--- src/rtl/riscv_fetch_pkg.sv ---
// Shared definitions for the RISC-V multi-cycle fetch unit.
//   fetch_state_e : fetch FSM states (IDLE waits for a request, WAIT counts
//                   instruction-memory latency)
//   NOP_INSTR     : canonical NOP (addi x0, x0, 0) held in the IR after reset
//   PC_INCR       : sequential PC step, one 32-bit instruction word
package riscv_fetch_pkg;

    typedef enum logic {
        ST_IDLE = 1'b0,
        ST_WAIT = 1'b1
    } fetch_state_e;

    localparam logic [31:0] NOP_INSTR = 32'h0000_0013;
    localparam logic [31:0] PC_INCR   = 32'd4;

endpackage

--- src/rtl/riscv_pc_reg.sv ---
// Program counter register with redirect, sequential increment and a sticky
// misalignment flag.
//   clk, rst_n : clock, asynchronous active-low reset
//   load       : load the word-aligned part of target (redirect)
//   target     : redirect target; bits [1:0] only feed the misalign flag
//   incr       : advance the PC by one instruction (ignored when load is set)
//   pc         : current program counter, always word aligned
//   misalign   : set when the most recent redirect target was not word
//                aligned, cleared by the next aligned redirect
module riscv_pc_reg
    import riscv_fetch_pkg::*;
#(
    parameter logic [31:0] RESET_PC = 32'h0000_0000
) (
    input  logic        clk,
    input  logic        rst_n,
    input  logic        load,
    input  logic [31:0] target,
    input  logic        incr,
    output logic [31:0] pc,
    output logic        misalign
);

    logic [31:0] pc_q;
    logic        misalign_q;

    // NOTE: state registers use non-blocking assignments so every flop samples
    // the pre-edge values, independent of the order the statements execute in.
    always_ff @(posedge clk or negedge rst_n) begin
        if (!rst_n) begin
            pc_q       <= RESET_PC;
            misalign_q <= 1'b0;
        end else if (load) begin
            pc_q       <= {target[31:2], 2'b00};
            misalign_q <= |target[1:0];
        end else if (incr) begin
            // 32-bit add wraps 32'hFFFFFFFC to zero naturally.
            pc_q <= pc_q + PC_INCR;
        end
    end

    assign pc       = pc_q;
    assign misalign = misalign_q;

endmodule

--- src/rtl/riscv_fetch_unit.sv ---
// Instruction fetch unit for a multi-cycle RISC-V core.
// A one-cycle request from the control unit starts a fetch at the current PC;
// the unit holds the address for IMEM_LATENCY cycles, captures the read data
// into the instruction register, advances (or redirects) the PC and pulses
// o_InstrValid for one cycle.
//   Clk, Rst        : clock, asynchronous active-low reset
//   i_FetchReq      : fetch request (ignored while busy)
//   i_PCWrite       : redirect the PC to i_PCNext
//   i_PCNext        : redirect target
//   i_RD            : instruction-memory read data
//   o_Addr          : instruction-memory byte address (the PC)
//   o_Instr         : instruction register
//   o_InstrPC       : PC of the instruction in o_Instr
//   o_InstrValid    : one-cycle pulse after o_Instr is updated
//   o_Busy          : fetch in progress
//   o_MisalignErr   : last redirect target was not word aligned
module riscv_fetch_unit
    import riscv_fetch_pkg::*;
#(
    parameter logic [31:0] RESET_PC     = 32'h0000_0000,
    parameter int          IMEM_LATENCY = 2
) (
    input  logic        Clk,
    input  logic        Rst,
    input  logic        i_FetchReq,
    input  logic        i_PCWrite,
    input  logic [31:0] i_PCNext,
    input  logic [31:0] i_RD,
    output logic [31:0] o_Addr,
    output logic [31:0] o_Instr,
    output logic [31:0] o_InstrPC,
    output logic        o_InstrValid,
    output logic        o_Busy,
    output logic        o_MisalignErr
);

    localparam int CNT_W = $clog2(IMEM_LATENCY + 1);
    // Counter value at the edge before the one where it reaches IMEM_LATENCY.
    localparam logic [CNT_W-1:0] CNT_LAST = CNT_W'(IMEM_LATENCY - 1);

    fetch_state_e    state_q, state_d;
    logic [CNT_W-1:0] cnt_q;
    logic            fetch_pend_q;
    logic            redir_pend_q;
    logic [31:0]     redir_tgt_q;
    logic [31:0]     instr_q;
    logic [31:0]     instr_pc_q;
    logic            instr_valid_q;

    logic [31:0]     pc;
    logic            pc_load;
    logic [31:0]     pc_target;
    logic            pc_incr;
    logic            start;
    logic            capture;

    // A redirect in IDLE takes priority for this edge; a request seen with it
    // is parked in fetch_pend_q so the fetch starts from the new PC.
    assign start   = (state_q == ST_IDLE) && (i_FetchReq || fetch_pend_q) && !i_PCWrite;
    assign capture = (state_q == ST_WAIT) && (cnt_q == CNT_LAST);

    // ---------------- FSM ----------------
    always_ff @(posedge Clk or negedge Rst) begin
        if (!Rst) state_q <= ST_IDLE;
        else      state_q <= state_d;
    end

    // NOTE: every signal driven here gets a default first; a path that leaves
    // one unassigned would infer a latch.
    always_comb begin
        state_d = state_q;
        unique case (state_q)
            ST_IDLE: if (start)   state_d = ST_WAIT;
            ST_WAIT: if (capture) state_d = ST_IDLE;
            default:              state_d = ST_IDLE;
        endcase
    end

    // ---------------- PC control ----------------
    // At capture a redirect arriving on that very edge is the newest write and
    // beats the stored pending target.
    always_comb begin
        pc_load   = 1'b0;
        pc_target = i_PCNext;
        pc_incr   = 1'b0;
        if (state_q == ST_IDLE) begin
            pc_load = i_PCWrite;
        end else if (capture) begin
            if (i_PCWrite) begin
                pc_load = 1'b1;
            end else if (redir_pend_q) begin
                pc_load   = 1'b1;
                pc_target = redir_tgt_q;
            end else begin
                pc_incr = 1'b1;
            end
        end
    end

    riscv_pc_reg #(
        .RESET_PC (RESET_PC)
    ) u_pc_reg (
        .clk      (Clk),
        .rst_n    (Rst),
        .load     (pc_load),
        .target   (pc_target),
        .incr     (pc_incr),
        .pc       (pc),
        .misalign (o_MisalignErr)
    );

    // ---------------- Counter, pending state, instruction register ----------------
    // NOTE: the instruction register is reset (to a NOP) rather than left
    // undefined, so a core released from reset never decodes garbage.
    always_ff @(posedge Clk or negedge Rst) begin
        if (!Rst) begin
            cnt_q         <= '0;
            fetch_pend_q  <= 1'b0;
            redir_pend_q  <= 1'b0;
            redir_tgt_q   <= '0;
            instr_q       <= NOP_INSTR;
            instr_pc_q    <= RESET_PC;
            instr_valid_q <= 1'b0;
        end else begin
            instr_valid_q <= capture;
            if (capture) begin
                instr_q    <= i_RD;
                instr_pc_q <= pc;
            end

            if (state_q == ST_IDLE) begin
                fetch_pend_q <= i_PCWrite ? (i_FetchReq || fetch_pend_q) : 1'b0;
                if (start) cnt_q <= '0;
            end else begin
                cnt_q <= cnt_q + CNT_W'(1);
                if (capture) begin
                    redir_pend_q <= 1'b0;
                end else if (i_PCWrite) begin
                    redir_pend_q <= 1'b1;
                    redir_tgt_q  <= i_PCNext;
                end
            end
        end
    end

    assign o_Addr       = pc;
    assign o_Instr      = instr_q;
    assign o_InstrPC    = instr_pc_q;
    assign o_InstrValid = instr_valid_q;
    assign o_Busy       = (state_q == ST_WAIT);

endmodule

--- config.mk ---
export PLATFORM = sky130hd
export DESIGN_NAME = riscv_fetch_unit
export DESIGN_NICKNAME = d
export VERILOG_FILES = /design/src/rtl/riscv_fetch_pkg.sv /design/src/rtl/riscv_pc_reg.sv /design/src/rtl/riscv_fetch_unit.sv
export SDC_FILE = /design/constraint.sdc
export NUM_CORES = 1
export LEC_CHECK = 0
export BUFFER_PORTS_ARGS = -buffer_cell sky130_fd_sc_hd__clkbuf_2
export CAP_MARGIN = 0
export CORE_UTILIZATION = 53
export DETAILED_ROUTE_END_ITERATION = 10
export PLACE_DENSITY = 0.91
export SETUP_SLACK_MARGIN = 0.5
export SLEW_MARGIN = 25
export SYNTH_ARGS = -nofsm -noshare
export SYNTH_HDL_FRONTEND = slang
export SYNTH_HIERARCHICAL = 1
export SYNTH_SLANG_ARGS = --single-unit
--- constraint.sdc ---
create_clock -name Clk -period 4.1 [get_ports Clk]
set_input_delay 0.205 -clock Clk [delete_from_list [all_inputs] [get_ports Clk]]
set_output_delay 0.205 -clock Clk [all_outputs]
set_load 0.05 [all_outputs]
==> results.yml, run 1 <==
floorplanning:
  core_area_um2: 11100
  die_h_um: 110
  start_util_pct: 55.6
  die_w_um: 110
  row_count: 38
  io_pins: 167
  die_area_um2: 12000
critical_path:
  reg2reg_to: "u_pc_reg/pc[27]$_DFFE_PN0N_"
  cp_top_family: "simple AND/OR/NAND/NOR gates"
  critical_path.max_fanout: 8
  slowest_stage: "or4_1"
  reg2reg_depth: 9
  setup.worst_path.start_class: "flip-flop"
  critPathArrivalTime_ns: 3.11
  max_stage_delay_ns: 0.66
  reg2reg_slack_ns: 1.32
  critPathBufInv: 2
  cp_common_cell: "or4_1"
  crit_type: "flip-flop to flip-flop"
  crit_chain: "inv_1 > ha_1 > and2_4 > nor3b_1 > buf_4 > nand3_4 > or4_1 > or4_1 > a31oi_1"
  cp.required_ns: 4.43
  r2r-start: "cnt_q[1]$_DFFE_PN0P_"
  end_kind: "flip-flop"
detailed_routing:
  route.detailed.drc: 0
  drt_iter0_markers: 284
  wl_per_cell_um: 17.9
  wl_um: 14100
  routed-wl-met2_um: 7150
  wl_met3_um: 857
  drt-met1-wl_um: 6000
  firstDrtPassIters: 4
  drtAntennaViolNets: 0
  vias_per_cell: 5.59
  top_layer: "met4"
  vias: 4410
logic_synthesis:
  synth_cell_type_count: 41
  synth_area_um2: 6150
  synth_top_area_share_pct: 52.9
  synthArstFlopShare_pct: 100
  yosys_most_used_dff: "dfrtp_1"
  netlist_top_cells_count: "dfrtp_1, mux2_2, mux2_4, nand2_1"
  synth-seq-cells: 133
  yosysWarningCount: 6
  yosysMostFrequentCell: "dfrtp_1"
  synth_area_leaders: "dfrtp_1, mux2_2, mux2_4, o21ai_0, a31oi_1"
  ys_seq_area_share_pct: 54.1
  synth_edf_count: 0
  avgSynthCellArea_um2: 13.0
  synthCells: 474
  synth_largest_area_cell: "dfrtp_1"
timing:
  layout_min_cycle_time_ns: 2.78
  min_period_over_period_pct: 67.8
  slew_violations: 0
  worst_hold_slack_ns: 0.0290
  relSlewSlack_pct: 34.4
  rsz0062_at_grt: "false"
  setup_tns_ns: 0
  worst_pin_slew_ns: 0.984
  setup_viol_count_final: 0
  hold_viol_final: 0
  clock_skew_ns: 0.00864
  fmax_ghz: 0.360
global_route:
  grt_pass1_vias: 4427
  antenna_found_initial: 0
  grt_use_total_pct: 24.3
  gr-total-overflow: 0
  grt_pass1_wl_um: 21900
  grt_start_max_net_pins: 134
final_layout:
  drive_above_1_share_pct: 51.6
  syn_to_final_growth_pct: 24.1
  post-route-util_pct: 68.9
  layout.nets: 706
  diodes: 0
cts:
  numCtsBuffers: 17
  clock-root-buffer: "clkbuf_16"
  insertion_delay_ns: 0.41
  h-tree-depth: 4
  post_cts_buffers: 0
  cts_sinks: 133
  cts_tree: "yes"
  clockBufferDepth: 2
  clk_pin_slew_ns: 0.05
placement:
  place_congestion: 0.837
  portBuffers: 164
  dpl.hpwl_um: 9460
worst_hold_path:
  min_to: "o_Instr[25]$_DFFE_PN0P_"
  hold_start: "i_RD[25]"
  worstHoldPathCells: 2
  hold_path.class: "input port to flip-flop"
run:
  maxCapViolCount: 0
run_status:
  status: "finished clean"
cell type report:
cell class / instances / area (um^2)
Inverter: 7 / 26.3
Clock buffer: 27 / 503
Tap cell: 140 / 175
Sequential cell: 133 / 3330
Clock inverter: 5 / 50.0
Multi-Input combinational cell: 307 / 2650
Timing Repair Buffer: 170 / 898
Fill cell: 775 / 3440
cell usage in the layout, fill, tap and decap left out, types with 2 or more instances in the layout:
master       n
xor2_1       7
o21ai_0     19
buf_4        4
dfstp_2      3
xnor2_1      6
mux2_4      27
nand3_1      9
or4_1       12
ha_1         2
inv_1        7
clkbuf_8     4
a21oi_1      4
and3_1       3
and4_1       3
and2_1       3
o31ai_1     12
nor3_1       3
nor2_1      19
nor4_1       3
clkbuf_16   17
mux2_2     102
nand4_1     11
nand2_1     24
clkbuf_2   163
dfrtp_1    130
a31oi_1     15
clkinv_2     4
nand2b_1     3
or3_1        4
conb_1       2
clkbuf_1     6
state kept, by name, indices dropped and copies added, names as in the netlist:
name and cells:
u_pc_reg/misalign 1, fetch_pend_q 1, cnt_q 2, o_InstrValid 1, u_pc_reg/pc 30, redir_tgt_q 32
o_Busy 1, redir_pend_q 1, o_Instr 32, o_InstrPC 32
through the flow:
step,cell area [um^2],setup slack (ns),std cells
detailed placement,7040,1.31,755
floorplan,6160,1.01,475
CTS,7600,1.28,788
finish,7640,1.32,789
global route,7640,1.12,789
global placement,7030,1.47,755
how the worst max path moves through the flow:
stage	slack (ns)	cells past startpoint	from	endpoint
after CTS	1.28	7	cnt_q[1]$_DFFE_PN0P_	u_pc_reg/pc[28]$_DFFE_PN0N_
after global routing	1.12	7	o_Busy$_DFF_PN0_	u_pc_reg/pc[27]$_DFFE_PN0N_
after floorplan	1.01	11	o_Busy$_DFF_PN0_	u_pc_reg/pc[31]$_DFFE_PN0N_
after detailed placement	1.31	7	cnt_q[1]$_DFFE_PN0P_	u_pc_reg/pc[28]$_DFFE_PN0N_
after global placement	1.47	9	cnt_q[1]$_DFFE_PN0P_	u_pc_reg/pc[29]$_DFFE_PN0N_
final	1.32	9	cnt_q[1]$_DFFE_PN0P_	u_pc_reg/pc[27]$_DFFE_PN0N_
logic make-up (layout without fill, tap and decap cells):
| family | Yosys count | after routing | share of synthesized area, % |
|---|---|---|---|
| fa+ha+maj | 2 | 2 | 0.407 |
| simple gates | 106 | 106 | 9.66 |
| mux | 130 | 130 | 25.4 |
| other cells | 1 | 2 | 0.0609 |
| buf+inv | 35 | 209 | 3.09 |
| xor+xnor | 13 | 13 | 1.85 |
| flops | 133 | 133 | 54.1 |
| compound gates | 54 | 54 | 5.39 |
what timing repair did:
action                    4_1_cts  5_1_grt
hold endpoints to repair      130        0
hold buffers                    1        0
resized for setup               0        0
per-layer routing:
layer / up-vias / track usage, %
met5: - / 0
met4: 0 / 9.52
met3: 10 / 6.46
met2: 177 / 41.7
met1: 2171 / 29.2
li1: 2052 / -
Power of run 1 is left out: the tool's default activity adds up to more than one toggle a clock period on the data nets, which glitch-free logic cannot reach.
==> run 2, diff against run 1 <==
- CORE_UTILIZATION: 53 -> 48
- PLACE_DENSITY: 0.91 -> 0.87
- clock period: 4.1 -> 2.5 ns (I/O delays scaled with it)
==> results.yml, run 2 (synthesis results as in run 1) <==
run_status:
  status: "finished clean"
global_route:
  grt_pass1_wl_um: 24100
  grt_pass1_vias: 4842
  grt_use_total_pct: 24.1
  met2_usage_pct: 41.5
  grt.busiest_layer: "met2"
  grtUsageMet3_pct: 6.27
  grt.met1_usage_pct: 29.0
  grt_start_max_net_pins: 67
  gr-total-overflow: 0
  antenna_found_initial: 0
critical_path:
  end_kind: "flip-flop"
  reg2reg_to: "u_pc_reg/pc[31]$_DFFE_PN0N_"
  crit_start: "cnt_q[1]$_DFFE_PN0P_"
  critical_path.max_fanout: 7
  critPathArrivalTime_ns: 2.69
  reg2reg_slack_ns: 0.14
  reg2reg_depth: 9
  r2r-start: "cnt_q[1]$_DFFE_PN0P_"
  crit_type: "flip-flop to flip-flop"
  setup.worst_path.start_class: "flip-flop"
  cp.required_ns: 2.83
  endpoint: "u_pc_reg/pc[31]$_DFFE_PN0N_"
cts:
  clock-root-buffer: "clkbuf_16"
  clockBufferDepth: 2
  cts_tree: "yes"
  insertion_delay_ns: 0.42
  numCtsBuffers: 17
  clk_pin_slew_ns: 0.05
  h-tree-depth: 4
  cts_sinks: 133
detailed_routing:
  wl_um: 15800
  vias: 4822
  drt_iter0_markers: 331
  route.detailed.drc: 0
  wl_per_cell_um: 17.5
  firstDrtPassIters: 5
  vias_per_cell: 5.35
  drtAntennaViolNets: 0
floorplanning:
  die_area_um2: 13300
  io_pins: 167
  die_w_um: 115
  core_area_um2: 12300
  row_count: 40
  die_h_um: 115
  start_util_pct: 50.2
timing:
  layout_min_cycle_time_ns: 2.36
  setup_viol_count_final: 0
  setup_tns_ns: 0
  fmax_ghz: 0.424
  worst_pin_slew_ns: 0.638
  rsz0062_at_grt: "true"
  clock_skew_ns: 0.00786
  finalWorstSetupSlack_ns: 0.140
  relSlewSlack_pct: 57.5
  slew_violations: 0
  min_period_over_period_pct: 94.4
  hold_viol_final: 0
final_layout:
  drive_above_1_share_pct: 50.8
  diodes: 0
  syn_to_final_growth_pct: 39.6
  multiInputGateArea_um2: 2780
  layout_commonest_cell: "clkbuf_2"
  fillers: 834
  layout.nets: 791
  final_cell_mix: "clkbuf_2, dfrtp_1, mux2_2"
  stdcell_area_um2: 8590
  final_cells: 902
  regArea_um2: 3330
run:
  maxCapViolCount: 0
power:
  p_per_area_nw_per_um2: 1550
  ir_drop_mv: 0.919
  leakage_nw: 3.89
worst_hold_path:
  hold_path.class: "input port to flip-flop"
  hold_start: "i_PCWrite"
placement:
  portBuffers: 164
  dpl.hpwl_um: 9890
  dp_cells: 792
  pre_cts_ws_ns: 0.0888
  place_congestion: 0.809
  postPlaceCellArea_um2: 7180
-- run 2: routing by layer --
layer  routed length [um]  share of wire [%]
met1                 6740                 43
met2                 7810                 50
met3                  948                6.0
met4                  273                1.7
met5                    0                  0
-- run 2: how the worst min path moves through the flow --
stage                               end  slack (ns)  cells past startpoint
5_1_grt        fetch_pend_q$_DFFE_PN0N_        0.06                      2
2_1_floorplan      cnt_q[0]$_DFFE_PN0P_       -0.17                      0
3_3_place_gp    o_Instr[15]$_DFFE_PN0P_        0.10                      1
6_report       fetch_pend_q$_DFFE_PN0N_        0.07                      2
3_5_place_dp    o_Instr[15]$_DFFE_PN0P_        0.12                      1
4_1_cts        fetch_pend_q$_DFFE_PN0N_        0.05                      2
-- run 2: through the flow --
step	util, %	hold WS (ns)	total power, mW
5_1_grt	70.1	0.0586	14.0
3_3_place_gp	58.6	0.104	10.5
3_5_place_dp	58.6	0.116	10.8
6_report	70.1	0.0675	13.4
4_1_cts	68.9	0.0512	13.2
2_1_floorplan	-	-0.171	9.19
-- run 2: what timing repair did --
item | 4_1_cts | 5_1_grt
pin swaps | 12 | 5
hold buffers | 65 | 0
resized for setup | 8 | 21
buffers inserted | 7 | 6
gates cloned | 0 | 0
endpoints found under the hold margin | 116 | 0
setup endpoints to repair | 95 | 95
-- run 2: cell type report --
class,count,area share [%]
repair buffers,255,19.9
inverters,7,0.306
clock buffers,26,5.58
flip-flops and latches,133,38.8
multi-input cells,307,32.3
clock inverters,6,0.641
well taps,168,2.45
-- run 2: report_power, final --
group	switching, mW	total [mW]	internal (mW)	leakage (nW)
registers	0.965	4.25	3.28	1.56
logic	4.53	6.84	2.32	2.07
clock network	0.852	2.26	1.41	0.266
-- run 2: worst max-delay path, cell delays in order (launching register included) --
cell     delay (ns)
dfrtp_1        0.38
inv_2          0.08
ha_4           0.13
and2_4         0.13
nor3b_2        0.15
buf_4          0.17
nand3_4        0.08
or4_4          0.49
or4_1          0.46
a31oi_1        0.21
Note: power is estimated with default switching activity, not from simulation.
==> run 3, diff against run 2 <==
- ABC_AREA: default -> 1
- CORE_UTILIZATION: 48 -> 49
- PLACE_DENSITY: 0.87 -> 0.86
==> results.yml, run 3 <==
floorplanning:
  die_w_um: 119
  core_area_um2: 13300
  row_count: 42
  start_util_pct: 50.4
  die_area_um2: 14100
  io_pins: 167
  die_h_um: 119
detailed_routing:
  wl_per_cell_um: 14.5
  wl_um: 18600
  firstDrtPassIters: 5
  drtAntennaViolNets: 0
  route.detailed.drc: 0
  vias_per_cell: 5.10
  vias: 6531
  drt_iter0_markers: 663
final_layout:
  post-route-util_pct: 67.6
  final_cells: 1281
  diodes: 0
  final_cell_mix: "nand2_1, clkbuf_2, dfrtp_1"
  layout.nets: 1162
  stdcell_area_um2: 8990
  drive_above_1_share_pct: 25.1
  syn_to_final_growth_pct: 34.2
  layout_commonest_cell: "nand2_1"
logic_synthesis:
  synth_area_leaders: "dfrtp_1, nand2_1, nand3_1, o21ai_2, inv_1"
  synth-seq-cells: 133
  synth_largest_area_cell: "dfrtp_1"
  synthArstFlopShare_pct: 100
  avgSynthCellArea_um2: 7.81
  synth_cell_type_count: 33
  yosysMostFrequentCell: "nand2_1"
  synthCells: 858
  synth_edf_count: 0
  ys_seq_area_share_pct: 49.7
  synth_area_um2: 6700
  netlist_top_cells_count: "nand2_1, dfrtp_1, nand3_1, inv_1, nor2_1"
  yosysWarningCount: 6
  synth_top_area_share_pct: 48.6
  yosys_most_used_dff: "dfrtp_1"
critical_path:
  path_depth: 10
  end_kind: "flip-flop"
  reg2reg_depth: 10
  r2r-start: "cnt_q[1]$_DFFE_PN0P_"
  setup.worst_path.start_class: "flip-flop"
  cp_top_family: "buffers and inverters"
  critical_path.max_fanout: 23
  reg2reg_slack_ns: 0.60
  critPathBufInv: 4
  reg2reg_to: "u_pc_reg/pc[6]$_DFFE_PN0N_"
  max_stage_delay_ns: 0.38
  endpoint: "u_pc_reg/pc[6]$_DFFE_PN0N_"
  cp_common_cell: "inv_1"
  crit_type: "flip-flop to flip-flop"
  critPathArrivalTime_ns: 2.19
  cp.required_ns: 2.79
  crit_start: "cnt_q[1]$_DFFE_PN0P_"
  crit_chain: "inv_1 > ha_1 > nand2_2 > o22ai_2 > inv_1 > nand2_2 > inv_1 > buf_6 > o211ai_1 > nand3_1"
  slowest_stage: "dfrtp_1"
cts:
  clockBufferDepth: 2
  clk_pin_slew_ns: 0.06
  numCtsBuffers: 17
  clock-root-buffer: "clkbuf_16"
  cts_tree: "yes"
  cts_sinks: 133
  h-tree-depth: 4
  insertion_delay_ns: 0.42
timing:
  worst_pin_slew_ns: 0.728
  rsz0062_at_grt: "false"
  fmax_ghz: 0.526
  setup_tns_ns: 0
  slew_violations: 0
  min_period_over_period_pct: 76.1
  setup_viol_count_final: 0
  relSlewSlack_pct: 51.4
  hold_viol_final: 0
  layout_min_cycle_time_ns: 1.90
  worst_hold_slack_ns: 0.0539
  finalWorstSetupSlack_ns: 0.598
  clock_skew_ns: 0.00700
placement:
  dp_cells: 1172
  dpl.hpwl_um: 11700
  pre_cts_ws_ns: 0.508
  postPlaceCellArea_um2: 7610
  place_congestion: 0.885
  portBuffers: 164
global_route:
  grt.met1_usage_pct: 36.2
  met2_usage_pct: 44.3
  grt.busiest_layer: "met2"
  grt_pass1_vias: 6095
  grt_pass1_wl_um: 29900
  grt_use_total_pct: 26.8
  antenna_found_initial: 0
  gr-total-overflow: 0
  grtUsageMet3_pct: 4.41
  grt_start_max_net_pins: 80
run:
  maxCapViolCount: 0
run_status:
  status: "finished clean"
worst_hold_path:
  hold_path.class: "input port to flip-flop"
power:
  ir_drop_mv: 0.625
  leakage_nw: 4.81
  power_mw: 13.5
  p_per_area_nw_per_um2: 1500
-- run 3: report_power, final --
part	switching (mW)	internal (mW)	total, mW	leakage (nW)
registers	0.963	3.22	4.18	1.64
logic	5.00	1.70	6.70	2.87
clock network	0.889	1.69	2.57	0.302
total	6.85	6.60	13.5	4.81
-- run 3: worst min path at each step --
| stage | start | to | cells after the start |
|---|---|---|---|
| after floorplan | Rst | cnt_q[0]$_DFFE_PN0P_ | 0 |
| after global placement | Rst | o_Instr[22]$_DFFE_PN0P_ | 1 |
| after detailed placement | Rst | o_Instr[22]$_DFFE_PN0P_ | 1 |
| after CTS | i_FetchReq | fetch_pend_q$_DFFE_PN0N_ | 5 |
| after global routing | i_FetchReq | fetch_pend_q$_DFFE_PN0N_ | 5 |
| final | i_FetchReq | fetch_pend_q$_DFFE_PN0N_ | 5 |
-- run 3: cells by family after synthesis --
| group | after synthesis | synth area share [%] |
|---|---|---|
| and+or+nand+nor | 540 | 33.2 |
| DFF | 133 | 49.7 |
| buffers and inverters | 104 | 7.66 |
| AOI/OAI and AO/OA | 73 | 8.31 |
| xor gates and xnor gates | 5 | 0.654 |
| adders and majority gates | 2 | 0.373 |
| other | 1 | 0.0560 |
-- run 3: final cells by class --
class	count	area [um^2]
multi-input combinational	623	2880
inverter	64	240
clock buffer	22	454
clock inverter	10	154
fill	1049	4310
sequential	133	3330
tap	176	220
timing repair buffer	253	1700
-- run 3: layer usage --
| metal | up-vias | share of wire [%] | wire length [um] |
|---|---|---|---|
| li1 | 3155 | - | - |
| met1 | 3087 | 43 | 8010 |
| met2 | 268 | 49 | 9130 |
| met3 | 21 | 6.4 | 1190 |
| met4 | 0 | 1.2 | 231 |
| met5 | - | 0 | 0 |
-- run 3: worst reg2reg max path, cell delays in order, from the launching register on --
cell and delay (ns):
dfrtp_1 0.38, inv_1 0.06, ha_1 0.21, nand2_2 0.13
o22ai_2 0.21, inv_1 0.13, nand2_2 0.16, inv_1 0.07
buf_6 0.18, o211ai_1 0.14, nand3_1 0.11
-- run 3: what timing repair did --
action / 4_1_cts / 5_1_grt
pin swaps: 0 / 1
resized for setup: 1 / 2
endpoints found under the setup margin: 1 / 26
buffers inserted: 0 / 10
hold endpoints to repair: 139 / 0
gates cloned: 0 / 2
hold buffers: 65 / 0
